### src/rtl/exibidor_sequencia_pkg.sv
// Shared definitions for the sequence player: FSM states and the one-hot play codes
// understood by decodificador_rgb.
package exibidor_sequencia_pkg;

  typedef enum logic [2:0] {
    INICIAL = 3'd0,
    CARREGA = 3'd1,
    ACESO   = 3'd2,
    APAGADO = 3'd3,
    FIM     = 3'd4
  } estado_t;

  localparam logic [3:0] JOGADA_0 = 4'b0001;
  localparam logic [3:0] JOGADA_1 = 4'b0010;
  localparam logic [3:0] JOGADA_2 = 4'b0100;
  localparam logic [3:0] JOGADA_3 = 4'b1000;

endpackage

### src/rtl/contador_m.sv
// Modulo-M up counter with async and sync clears; fim flags the terminal count M-1.
// Zero-latency flag, no backpressure (counts whenever conta=1).
module contador_m #(
  parameter int M = 16,
  localparam int W = (M > 1) ? $clog2(M) : 1
) (
  input  logic         clock,
  input  logic         zera_as,
  input  logic         zera_s,
  input  logic         conta,
  output logic [W-1:0] Q,
  output logic         fim
);

  localparam logic [W-1:0] ULTIMO = W'(M - 1);

  always_ff @(posedge clock or posedge zera_as) begin
    if (zera_as) begin
      Q <= '0;
    end else if (zera_s) begin
      Q <= '0;
    end else if (conta) begin
      Q <= (Q == ULTIMO) ? '0 : Q + 1'b1;
    end
  end

  assign fim = (Q == ULTIMO);

endmodule

### src/rtl/exibidor_sequencia.sv
// Replays the stored play sequence (addresses 0..limite) to the RGB decoder, each play
// lit for T_ON cycles then dark for T_OFF cycles; start sampled only when idle.
module exibidor_sequencia
  import exibidor_sequencia_pkg::*;
#(
  parameter int T_ON   = 1000,
  parameter int T_OFF  = 500,
  parameter int ADDR_W = 4
) (
  input  logic              clock,
  input  logic              reset,
  input  logic              iniciar,
  input  logic [ADDR_W-1:0] limite,
  input  logic [3:0]        mem_dado,
  output logic [ADDR_W-1:0] endereco,
  output logic [3:0]        dados,
  output logic              en,
  output logic              ocupado,
  output logic              pronto
);

  localparam int TMAX = (T_ON > T_OFF) ? T_ON : T_OFF;
  localparam int CW   = (TMAX > 1) ? $clog2(TMAX) : 1;
  localparam logic [CW-1:0] ON_ULTIMO  = CW'(T_ON - 1);
  localparam logic [CW-1:0] OFF_ULTIMO = CW'(T_OFF - 1);

  estado_t           estado, proximo;
  logic [ADDR_W-1:0] limite_reg;
  logic [CW-1:0]     contagem;
  logic              fim_max, fim_on, fim_off, fim_fase;
  logic              temporizando, zera_s;

  // One shared timer sized for the longer phase; the longer phase reuses its wrap flag.
  assign fim_on  = (T_ON  == TMAX) ? fim_max : (contagem == ON_ULTIMO);
  assign fim_off = (T_OFF == TMAX) ? fim_max : (contagem == OFF_ULTIMO);

  assign temporizando = (estado == ACESO) || (estado == APAGADO);
  assign fim_fase     = ((estado == ACESO) && fim_on) || ((estado == APAGADO) && fim_off);
  assign zera_s       = !temporizando || fim_fase;

  contador_m #(.M(TMAX)) u_temporizador (
    .clock   (clock),
    .zera_as (~reset),
    .zera_s  (zera_s),
    .conta   (temporizando),
    .Q       (contagem),
    .fim     (fim_max)
  );

  always_ff @(posedge clock or negedge reset) begin
    if (!reset) begin
      estado <= INICIAL;
    end else begin
      estado <= proximo;
    end
  end

  always_comb begin
    proximo = estado;
    case (estado)
      INICIAL: if (iniciar) proximo = CARREGA;
      CARREGA: proximo = ACESO;
      ACESO:   if (fim_on) proximo = APAGADO;
      APAGADO: if (fim_off) proximo = (endereco == limite_reg) ? FIM : CARREGA;
      FIM:     proximo = INICIAL;
      default: proximo = INICIAL;
    endcase
  end

  always_ff @(posedge clock or negedge reset) begin
    if (!reset) begin
      endereco   <= '0;
      dados      <= '0;
      limite_reg <= '0;
    end else begin
      case (estado)
        INICIAL: if (iniciar) begin
          endereco   <= '0;
          limite_reg <= limite;
        end
        CARREGA: dados <= mem_dado;
        APAGADO: if (fim_off && (endereco != limite_reg)) endereco <= endereco + 1'b1;
        FIM:     endereco <= '0;
        default: ;
      endcase
    end
  end

  assign en      = (estado == ACESO);
  assign ocupado = (estado != INICIAL);
  assign pronto  = (estado == FIM);

endmodule

### config.mk
export PLATFORM = sky130hd
export DESIGN_NAME = exibidor_sequencia
export DESIGN_NICKNAME = d
export VERILOG_FILES = /design/src/rtl/exibidor_sequencia_pkg.sv /design/src/rtl/contador_m.sv /design/src/rtl/exibidor_sequencia.sv
export SDC_FILE = /design/constraint.sdc
export NUM_CORES = 1
export LEC_CHECK = 0
export CAP_MARGIN = 20
export CORE_UTILIZATION = 33
export CTS_BUF_LIST = sky130_fd_sc_hd__clkbuf_16
export DETAILED_ROUTE_END_ITERATION = 10
export PLACE_DENSITY = 0.52
export SKIP_CTS_REPAIR_TIMING = 1
export SYNTH_ARGS = -nofsm -noshare
export SYNTH_HDL_FRONTEND = slang
export SYNTH_SLANG_ARGS = --single-unit
### constraint.sdc
create_clock -name clock -period 2.2 [get_ports clock]
set_input_delay 0.66 -clock clock [delete_from_list [all_inputs] [get_ports clock]]
set_output_delay 0.66 -clock clock [all_outputs]
set_load 0.02 [all_outputs]
# ---- Word level (Yosys, flattened, before mapping)
# Cells that the tools add are included.
dict set report word_totals {
  ff_bits 25
  in_bits 11
  elab_cells 44
  out_inout_bits 11
}
dict set report classes {
  add_sub_neg 2
  n_eq_ne 12
  mux 11
  reduce_logical 14
}
# cell n
set op_table {}
lappend op_table {{2-to-1 mux 10 bit} 3}
lappend op_table {{2-to-1 mux 3 bit} 4}
lappend op_table {{one-hot mux 3 bit (4 select lines)} 1}
lappend op_table {{one-hot mux 4 bit (3 select lines)} 1}
lappend op_table {{adder 10 x 1 -> 10 bit, second input constant} 1}
lappend op_table {{equality test 10 bit, second input constant} 1}
lappend op_table {{equality test 10 x 9 -> 1 bit, second input constant} 1}
lappend op_table {{2-to-1 mux 4 bit} 2}
lappend op_table {{equality test 3 x 2 -> 1 bit, second input constant} 2}
lappend op_table {{AND reduction 3 bit} 2}
lappend op_table {{nonzero test 3 bit} 2}
lappend op_table {{adder 4 x 1 -> 4 bit, second input constant} 1}
lappend op_table {{equality test 4 bit} 1}
lappend op_table {{!= test 2 x 1 -> 1 bit, second input constant} 2}
lappend op_table {{!= test 2 bit, second input constant} 2}
lappend op_table {{!= test 4 bit} 1}
lappend op_table {{equality test 3 x 1 -> 1 bit, second input constant} 1}
lappend op_table {{equality test 3 bit, second input constant} 1}
lappend op_table {{logical AND 1 bit} 3}
lappend op_table {{zero test 3 bit} 1}
lappend op_table {{logical OR 1 bit} 3}
lappend op_table {{AND reduction 2 bit} 1}
lappend op_table {{nonzero test 2 bit} 1}
lappend op_table {{zero test 1 bit} 1}

# ---- Logic depth before layout (Yosys ltp)
# Gate-level depths: netlist (run 1).
dict set report logic_depth {
  depth_word 5
  depth_mapped 5
  mapped_depth_nobuf 5
}

# ---- By module
# A second synthesis (run 1) with hierarchy kept.
dict set report hier_totals {
  hier_cells 134
  hier_area_um2 1405.1
}
# mod area_each_um2 seq_area_each_um2 cells_per_inst n_inst
set modules_own_cells {}
lappend modules_own_cells {exibidor_sequencia 867.1 375.4 80 1}
lappend modules_own_cells {contador_m 538.0 250.2 54 1}

# ---- Worst setup path after synthesis (run 1)
# Ideal clock, no wire load.
dict set report synth_path {
  path_type {reg-to-output}
  startpoint {register estado[2]}
  endpoint {output port en}
  path_slack_ps 446
  t_arrival_ps 1094
  stages_incl_launch_ff 4
  path_cell_list {dfrtp_1 -> nand2b_1 -> clkbuf_1 -> nor2_1}
}
dict set report synth_via {
  elab_chain_len 1
}
# item line_no
set synth_rtl {}
lappend synth_rtl {{start, declared} exibidor_sequencia.sv:27} ;# estado_t estado, proximo;
lappend synth_rtl {{start signal, assigned} exibidor_sequencia.sv:54} ;# estado <= proximo;
lappend synth_rtl {{equality test 3 x 2 -> 1 bit} exibidor_sequencia.sv:89} ;# assign en = (estado == ACESO);
lappend synth_rtl {{end, declared} exibidor_sequencia.sv:17} ;# output logic en,
# Every way passes these cells.

# ---- Final worst setup path (run 1)
dict set report layout_path {
  startpoint {register estado[0]}
  endpoint {output port ocupado}
}
dict set report layout_via {
  elab_chain_len 1
}
# item line_no
set layout_rtl {}
lappend layout_rtl {{nonzero test 3 bit} exibidor_sequencia.sv:90} ;# assign ocupado = (estado != INICIAL);
lappend layout_rtl {{end, declared} exibidor_sequencia.sv:18} ;# output logic ocupado,
# Every way passes these cells.

==> results of run 1 <==
-- logic make-up (layout without fill, tap and decap cells) --
logic type | after synthesis | in the layout
AOI/OAI and AO/OA | 7 | 7
and+or+nand+nor | 47 | 47
DFF | 25 | 25
adders and majority gates | 2 | 2
muxes | 11 | 11
buffers and inverters | 10 | 33
xor gates and xnor gates | 13 | 13
-- cell usage after synthesis, types with 3 or more instances --
| cell type | number | area share |
|---|---|---|
| inv_1 | 6 | 0.018 |
| nor2_1 | 6 | 0.018 |
| dfrtp_1 | 25 | 0.49 |
| nand3_1 | 5 | 0.020 |
| nand2_1 | 4 | 0.012 |
| xnor2_1 | 10 | 0.069 |
| mux2_2 | 8 | 0.071 |
| nand4_1 | 5 | 0.025 |
| mux2i_1 | 3 | 0.024 |
| nor3b_1 | 3 | 0.018 |
| nor3_1 | 11 | 0.043 |
| xor2_1 | 3 | 0.021 |
-- metrics by stage --
| stage | setup slack (ns) | setup TNS, ns | hold slack, ns |
|---|---|---|---|
| final | 0.189 | 0 | 0.487 |
| after global routing | 0.134 | 0 | 0.523 |
| after CTS | -0.144 | -0.299 | 0.493 |
| after detailed placement | 0.136 | 0 | 0.484 |
| after global placement | 0.161 | 0 | 0.483 |
| after floorplan | 0.446 | 0 | 0.364 |
-- area by class of cell --
class                      instances  area (um^2)  share of cell area
multi-input combinational         80          599               0.370
clock buffer                       3         75.1              0.0464
sequential                        25          626               0.386
inverter                           6         22.5              0.0139
clock inverter                     1         3.75             0.00232
tap                               48         60.1              0.0371
timing repair buffer              23          233               0.144
-- worst max path at each step --
| stage | start | to | slack, ns |
|---|---|---|---|
| 2_1_floorplan | estado[2]$_DFFE_PN0P_ | en | 0.45 |
| 3_3_place_gp | estado[0]$_DFFE_PN0P_ | ocupado | 0.16 |
| 3_5_place_dp | estado[0]$_DFFE_PN0P_ | ocupado | 0.14 |
| 4_1_cts | estado[0]$_DFFE_PN0P_ | ocupado | -0.14 |
| 5_1_grt | estado[2]$_DFFE_PN0P_ | ocupado | 0.13 |
| 6_report | estado[0]$_DFFE_PN0P_ | ocupado | 0.19 |
-- metal layers --
layer  vias up  share of wire  global-route usage
li1        461              -                   -
met1       465           0.46               0.174
met2        23           0.48               0.257
met3         5          0.050              0.0339
met4         0         0.0081              0.0341
met5         -              0                   0
-- power by group --
| part | internal [uW] | switching (uW) |
|---|---|---|
| Sequential | 467 | 4.57 |
| Clock | 243 | 152 |
| Combinational | 30.7 | 21.1 |
| Total | 741 | 178 |
-- worst register-to-register path: stages, from the launching register on --
cell and delay [ns]:
dfrtp_1 0.38, ha_1 0.25, nand3b_1 0.20, nor4_2 0.45
a31o_2 0.27, mux2i_1 0.18
==> flow_summary.json, run 1 <==
{
  "status": "finished clean",
  "initial_core_util": 0.347,
  "area_growth_pct": 27.6,
  "wl_per_cell_um": 13.3,
  "cpLargestDelayFamily": "flip-flops",
  "synth.avg_cell_area_um2": 11.0,
  "cts-htree-levels": 1,
  "grt_pass1_vias": 985,
  "period_minus_slack_ns": 2.01,
  "rsz0062_at_grt": "false",
  "totalWireLength_um": 2470,
  "drc": 0,
  "hold-path-endpoint": "u_temporizador.Q[0]$_DFFE_PN0P_",
  "drtPass1Iterations": 4,
  "root_buffer": "clkbuf_16",
  "cpMaxStageDelayCell": "dfrtp_1",
  "final_cell_mix": "25 x dfrtp_1, 18 x clkdlybuf4s50_1, 11 x nor3_1",
  "min_period_over_period": 0.914,
  "drv_slew": 0,
  "fp.dieArea_mm2": 0.00410,
  "drtIter0Drc": 40,
  "cts_buffer_depth": 2,
  "top_register": "u_temporizador.Q",
  "synth.area.mux_share": 0.0947,
  "synth-compound-area-share": 0.0464,
  "yosys.area_share.xor_xnor": 0.0897,
  "r2r_cells": 5,
  "fmax_mhz": 497,
  "synth_top_family_by_area": "simple AND/OR/NAND/NOR gates",
  "die_w_um": 64.0,
  "clock_sinks": 25,
  "synth_edf_count": 0,
  "io_buffers": 21,
  "grt_overflow": 0,
  "synth-simple-area-share": 0.222,
  "synth_cells": 115,
  "maxCapViolCount": 0,
  "grt_antenna_before_repair": 0,
  "ant_nets": 0,
  "worstPathArrival_ns": 1.35,
  "nets": 152,
  "finalWeightedCongestion": 0.704,
  "hold_class": "register to register",
  "cp_max_fo": 7,
  "cp.buffers_inverters": 1,
  "ys_ff_latch": 25,
  "path_clk_slew_ns": 0.06,
  "cts_buffers": 3,
  "power.total_uw": 919,
  "grt_first_pass_wirelength_um": 4570,
  "antenna_cells": 0,
  "r2r_end": "endereco[1]$_DFFE_PN0P_",
  "grt_max_degree": 26,
  "powerDensity_mw_per_mm2": 567,
  "syn-num-nets": 128,
  "hpwl_um": 1830,
  "drive_gt1_frac": 0.145,
  "final-instance-count-excl-fill": 186,
  "ir_drop_mv": 0.386,
  "io_pins": 22,
  "crit_chain": "or3_1 > dlymetal6s2s_1",
  "cts_tree": "built",
  "num_vias": 954,
  "placed_cells": 182,
  "track_usage": 0.144,
  "tightest_slew_ns": 0.580,
  "hold_viol_final": 0,
  "regToRegSetupSlack_ns": 0.40,
  "synth_cell_type_count": 32,
  "critPathKind": "register to output pin",
  "yosys.area_share.adder": 0.0197,
  "async_flop_share": 1.00,
  "r2r_start": "u_temporizador.Q[0]$_DFFE_PN0P_",
  "final_common_cell": "dfrtp_1",
  "cp-end-kind": "output pin",
  "dpl-instance-area_mm2": 0.00153,
  "ys_warn_count": 0,
  "worst_slew_margin_rel": 0.610,
  "largest_reg_flops": 10,
  "p_leak_uw": 0.000707,
  "start_kind": "register",
  "final_util": 0.442,
  "viasPerCell": 5.13,
  "ys_seq_area_frac": 0.493,
  "hp-start": "u_temporizador.Q[0]$_DFFE_PN0P_",
  "path_depth": 2,
  "chipHeight_um": 64.0,
  "clk_latency_ns": 0.26,
  "hold_depth": 1,
  "fillCellCount": 354,
  "num_rows": 22,
  "coreArea_mm2": 0.00366,
  "ys.flop_type": "dfrtp_1",
  "stdcell_area_mm2": 0.00162,
  "worstPathRequired_ns": 1.54,
  "fin_skew_ns": 0.00246,
  "finalSetupViolCount": 0,
  "crit_path_max_incr_delay_ns": 0.45,
  "syn_area_mm2": 0.00127
}
No activity file was read; power rests on OpenSTA's default activity.
==> run 2, diff against run 1 <==
==> constraint.sdc (replaced) <==
create_clock -name clock -period 2.4 [get_ports clock]
set_input_delay 0.72 -clock clock [delete_from_list [all_inputs] [get_ports clock]]
set_output_delay 0.72 -clock clock [all_outputs]
set_load 0.02 [all_outputs]
==> flow_summary.json, run 2 (same netlist as run 1, synthesis figures left out) <==
{
  "tightest_slew_ns": 0.603,
  "r2r_end": "estado[0]$_DFFE_PN0P_",
  "p_leak_uw": 0.000688,
  "rsz0062_at_grt": "false",
  "hold_depth": 1,
  "worst_slew_margin_rel": 0.595,
  "ir_drop_mv": 0.438,
  "antenna_cells": 0,
  "cp_max_fo": 7,
  "drv_slew": 0,
  "pre_cts_slack_ns": 0.284,
  "grt_first_pass_wirelength_um": 4700,
  "drive_gt1_frac": 0.152,
  "drtIter0Drc": 37,
  "powerDensity_mw_per_mm2": 521,
  "nets": 152,
  "critPathKind": "register to output pin",
  "cts-htree-levels": 1,
  "grt_overflow": 0,
  "viasPerCell": 5.03,
  "num_rows": 22,
  "power.total_uw": 843,
  "grt_max_degree": 26,
  "chipHeight_um": 64.0,
  "num_vias": 936,
  "placed_cells": 182,
  "regArea_um2": 627,
  "hold-path-endpoint": "u_temporizador.Q[0]$_DFFE_PN0P_",
  "dpl-instance-area_mm2": 0.00153,
  "totalWireLength_um": 2530,
  "final_common_cell": "dfrtp_1",
  "cts_buffer_depth": 2,
  "period_minus_slack_ns": 2.29,
  "hold_viol_final": 0,
  "hp-start": "u_temporizador.Q[0]$_DFFE_PN0P_",
  "fmax_mhz": 437,
  "stdcell_area_mm2": 0.00162,
  "hold_class": "register to register",
  "worst_slack_ns": 0.110,
  "io_buffers": 21,
  "cts_buffers": 3,
  "largest_reg_flops": 10,
  "path_clk_slew_ns": 0.06,
  "worstPathRequired_ns": 1.68,
  "finalSetupViolCount": 0,
  "final-instance-count-excl-fill": 186,
  "fin_skew_ns": 0.00284,
  "fp.dieArea_mm2": 0.00410,
  "initial_core_util": 0.347,
  "regToRegSetupSlack_ns": 0.56,
  "min_period_over_period": 0.954,
  "maxCapViolCount": 0,
  "finalWeightedCongestion": 0.704,
  "start_kind": "register",
  "status": "finished clean",
  "fillCellCount": 357,
  "area_growth_pct": 27.5,
  "track_usage": 0.147,
  "r2r_cells": 5,
  "grt_antenna_before_repair": 0,
  "grt_pass1_vias": 1003,
  "worstPathArrival_ns": 1.57,
  "r2r_start": "u_temporizador.Q[0]$_DFFE_PN0P_",
  "coreArea_mm2": 0.00366,
  "cp-end-kind": "output pin",
  "clock_sinks": 25,
  "clk_latency_ns": 0.25,
  "top_register": "u_temporizador.Q",
  "io_pins": 22,
  "fin_setup_tns_ns": 0,
  "multiInputGateArea_um2": 599,
  "final_cell_mix": "24 x dfrtp_1, 19 x clkdlybuf4s50_1, 11 x nor3_1",
  "root_buffer": "clkbuf_16",
  "drc": 0,
  "ant_nets": 0,
  "wl_per_cell_um": 13.6,
  "hpwl_um": 1880,
  "cts_tree": "built",
  "die_w_um": 64.0,
  "drtPass1Iterations": 4
}
[run 2: changes by cell type in the layout (fill, tap and decap cells not counted)]
cell and delta:
dlymetal6s2s_1 -1, dfrtp_2 +1, clkdlybuf4s50_1 +1, dfrtp_1 -1
[run 2: report_power, final]
part | internal [uW] | leakage [uW] | switching [uW] | total, uW
logic | 28.2 | 0.000346 | 19.6 | 47.7
clock network | 222 | 0.0000423 | 140 | 362
registers | 428 | 0.000300 | 4.33 | 433
total | 679 | 0.000688 | 164 | 843
[run 2: worst max-delay path: stages, from the launching register on]
cell	delay, ns
dfrtp_1	0.45
nor3b_1	0.23
clkdlybuf4s50_1	0.64
[run 2: how the worst max path moves through the flow]
| stage | slack [ns] | startpoint | cells past startpoint | endpoint |
|---|---|---|---|---|
| 2_1_floorplan | 0.59 | estado[2]$_DFFE_PN0P_ | 3 | en |
| 3_3_place_gp | 0.30 | estado[0]$_DFFE_PN0P_ | 2 | ocupado |
| 3_5_place_dp | 0.28 | estado[2]$_DFFE_PN0P_ | 2 | ocupado |
| 4_1_cts | 0.002 | estado[2]$_DFFE_PN0P_ | 2 | ocupado |
| 5_1_grt | 0.05 | estado[0]$_DFFE_PN0P_ | 2 | pronto |
| 6_report | 0.11 | estado[0]$_DFFE_PN0P_ | 2 | pronto |
[run 2: cell type report]
cell class,instances,share of cell area
clock buffers,3,0.0464
flip-flops and latches,25,0.387
well taps,48,0.0371
multi-input cells,80,0.370
repair buffers,23,0.142
clock inverters,1,0.00232
inverters,6,0.0139
[run 2: through the flow]
| step | hold WS, ns | util |
|---|---|---|
| final | 0.493 | 0.442 |
| after global routing | 0.531 | 0.442 |
| after CTS | 0.497 | 0.440 |
| after detailed placement | 0.488 | 0.419 |
| after global placement | 0.483 | 0.419 |
| after floorplan | 0.424 | - |
[run 2: per-layer routing]
layer  up-vias  wire (um)  GRT usage
met5         -          0          0
met2        23       1270      0.259
met1       453       1140      0.184
met4         0         17     0.0256
met3         2        114     0.0321
li1        458          -          -
==> run 3, diff against run 2 <==
--- a/config.mk
+++ b/config.mk
@@ -6,10 +6,12 @@
 export NUM_CORES = 1
 export LEC_CHECK = 0
 export CAP_MARGIN = 20
+export CELL_PAD_IN_SITES_DETAIL_PLACEMENT = 2
+export CELL_PAD_IN_SITES_GLOBAL_PLACEMENT = 2
 export CORE_UTILIZATION = 33
 export CTS_BUF_LIST = sky130_fd_sc_hd__clkbuf_16
 export DETAILED_ROUTE_END_ITERATION = 10
-export PLACE_DENSITY = 0.52
+export PLACE_DENSITY = 0.75
 export SKIP_CTS_REPAIR_TIMING = 1
 export SYNTH_ARGS = -nofsm -noshare
 export SYNTH_HDL_FRONTEND = slang
==> constraint.sdc (replaced) <==
create_clock -name clock -period 2.76 [get_ports clock]
set_input_delay 0.828 -clock clock [delete_from_list [all_inputs] [get_ports clock]]
set_output_delay 0.828 -clock clock [all_outputs]
set_load 0.02 [all_outputs]
==> flow_summary.json, run 3 (same netlist as run 1, synthesis figures left out) <==
{
  "root_buffer": "clkbuf_16",
  "num_rows": 22,
  "final_common_cell": "dfrtp_1",
  "r2r_start": "u_temporizador.Q[0]$_DFFE_PN0P_",
  "drive_gt1_frac": 0.145,
  "area_growth_pct": 27.0,
  "antenna_cells": 0,
  "grt_antenna_before_repair": 0,
  "tightest_slew_ns": 0.535,
  "hold_viol_final": 0,
  "crit_path_max_incr_delay_ns": 0.55,
  "cts-htree-levels": 1,
  "period_minus_slack_ns": 2.51,
  "path_clk_slew_ns": 0.06,
  "fillCellCount": 378,
  "dpl-instance-area_mm2": 0.00153,
  "worst_slew_margin_rel": 0.641,
  "cts_buffer_depth": 2,
  "ir_drop_mv": 0.195,
  "fin_setup_tns_ns": 0,
  "final-instance-count-excl-fill": 186,
  "io_pins": 22,
  "start_kind": "register",
  "track_usage": 0.166,
  "die_w_um": 64.0,
  "num_vias": 980,
  "hold_slack_ns": 0.502,
  "cpLargestDelayFamily": "buffers and inverters",
  "grt_pass1_vias": 1104,
  "drtPass1Iterations": 3,
  "initial_core_util": 0.347,
  "clock_sinks": 25,
  "drtIter0Drc": 17,
  "nets": 152,
  "cts_tree": "built",
  "cp-end-kind": "output pin",
  "critPathKind": "register to output pin",
  "grt_overflow": 0,
  "min_period_over_period": 0.910,
  "status": "finished clean",
  "grt_first_pass_wirelength_um": 5210,
  "crit_chain": "or3_1 > clkdlybuf4s50_1",
  "clk_latency_ns": 0.26,
  "cts_buffers": 3,
  "maxCapViolCount": 0,
  "worstPathRequired_ns": 1.93,
  "worst_slack_ns": 0.249,
  "fmax_mhz": 398,
  "ant_nets": 0,
  "stdcell_area_mm2": 0.00161,
  "hp-start": "u_temporizador.Q[0]$_DFFE_PN0P_",
  "drc": 0,
  "final_cell_mix": "25 x dfrtp_1, 21 x clkdlybuf4s50_1, 11 x nor3_1",
  "worstPathArrival_ns": 1.68,
  "hold_class": "register to register",
  "wl_per_cell_um": 15.5,
  "largest_reg_flops": 10,
  "cp.buffers_inverters": 1,
  "drv_slew": 0,
  "finalSetupViolCount": 0,
  "viasPerCell": 5.27,
  "pre_cts_slack_ns": 0.532,
  "finalWeightedCongestion": 0.787,
  "cp_max_fo": 7,
  "coreArea_mm2": 0.00366,
  "placed_cells": 182,
  "fin_skew_ns": 0.00266,
  "startpoint": "estado[2]$_DFFE_PN0P_",
  "top_register": "u_temporizador.Q",
  "rsz0062_at_grt": "false",
  "chipHeight_um": 64.0,
  "powerDensity_mw_per_mm2": 458,
  "grt_max_degree": 26,
  "p_leak_uw": 0.000689,
  "regArea_um2": 626,
  "io_buffers": 21,
  "fp.dieArea_mm2": 0.00410,
  "multiInputGateArea_um2": 599,
  "cpMaxStageDelayCell": "clkdlybuf4s50_1",
  "totalWireLength_um": 2890,
  "hpwl_um": 2150
}
-- run 3: per-stage QoR --
| step | power [uW] | util |
|---|---|---|
| 3_5_place_dp | 427 | 0.419 |
| 4_1_cts | 750 | 0.440 |
| 6_report | 738 | 0.440 |
| 3_3_place_gp | 424 | 0.419 |
| 2_1_floorplan | 395 | - |
| 5_1_grt | 764 | 0.440 |
-- run 3: worst register-to-register path: cells and delay by family, from the launching register on --
kind / cells / cell delay (ns)
adders and majority gates: 1 / 0.27
DFF: 1 / 0.39
and+or+nand+nor: 2 / 0.75
AOI/OAI and AO/OA: 2 / 0.31
-- run 3: cell type report --
type                       count  area share
clock buffer                   3      0.0466
clock inverter                 1     0.00233
timing repair buffer          23       0.140
sequential                    25       0.388
tap                           48      0.0373
multi-input combinational     80       0.372
inverter                       6      0.0140
-- run 3: worst paths after layout --
kind,to,slack [ns],cells after the start
max,ocupado,0.25,2
min,u_temporizador.Q[0]$_DFFE_PN0P_,0.50,1
max reg2reg,estado[0]$_DFFE_PN0P_,0.91,5
min reg2reg,u_temporizador.Q[0]$_DFFE_PN0P_,0.50,1
max in group asynchronous,u_temporizador.Q[5]$_DFFE_PN0P_,1.57,2
min in group asynchronous,dados[1]$_DFFE_PN0P_,0.94,2
-- run 3: routing by layer --
| layer | GRT usage | part of all wire |
|---|---|---|
| met2 | 0.289 | 0.51 |
| met5 | 0 | 0 |
| met4 | 0.0597 | 0.015 |
| met3 | 0.0268 | 0.022 |
| met1 | 0.205 | 0.45 |
-- run 3: report_power, final --
group | internal [uW] | switching, uW
sequential | 372 | 3.78
clock | 194 | 126
combinational | 24.5 | 17.5
total | 591 | 147
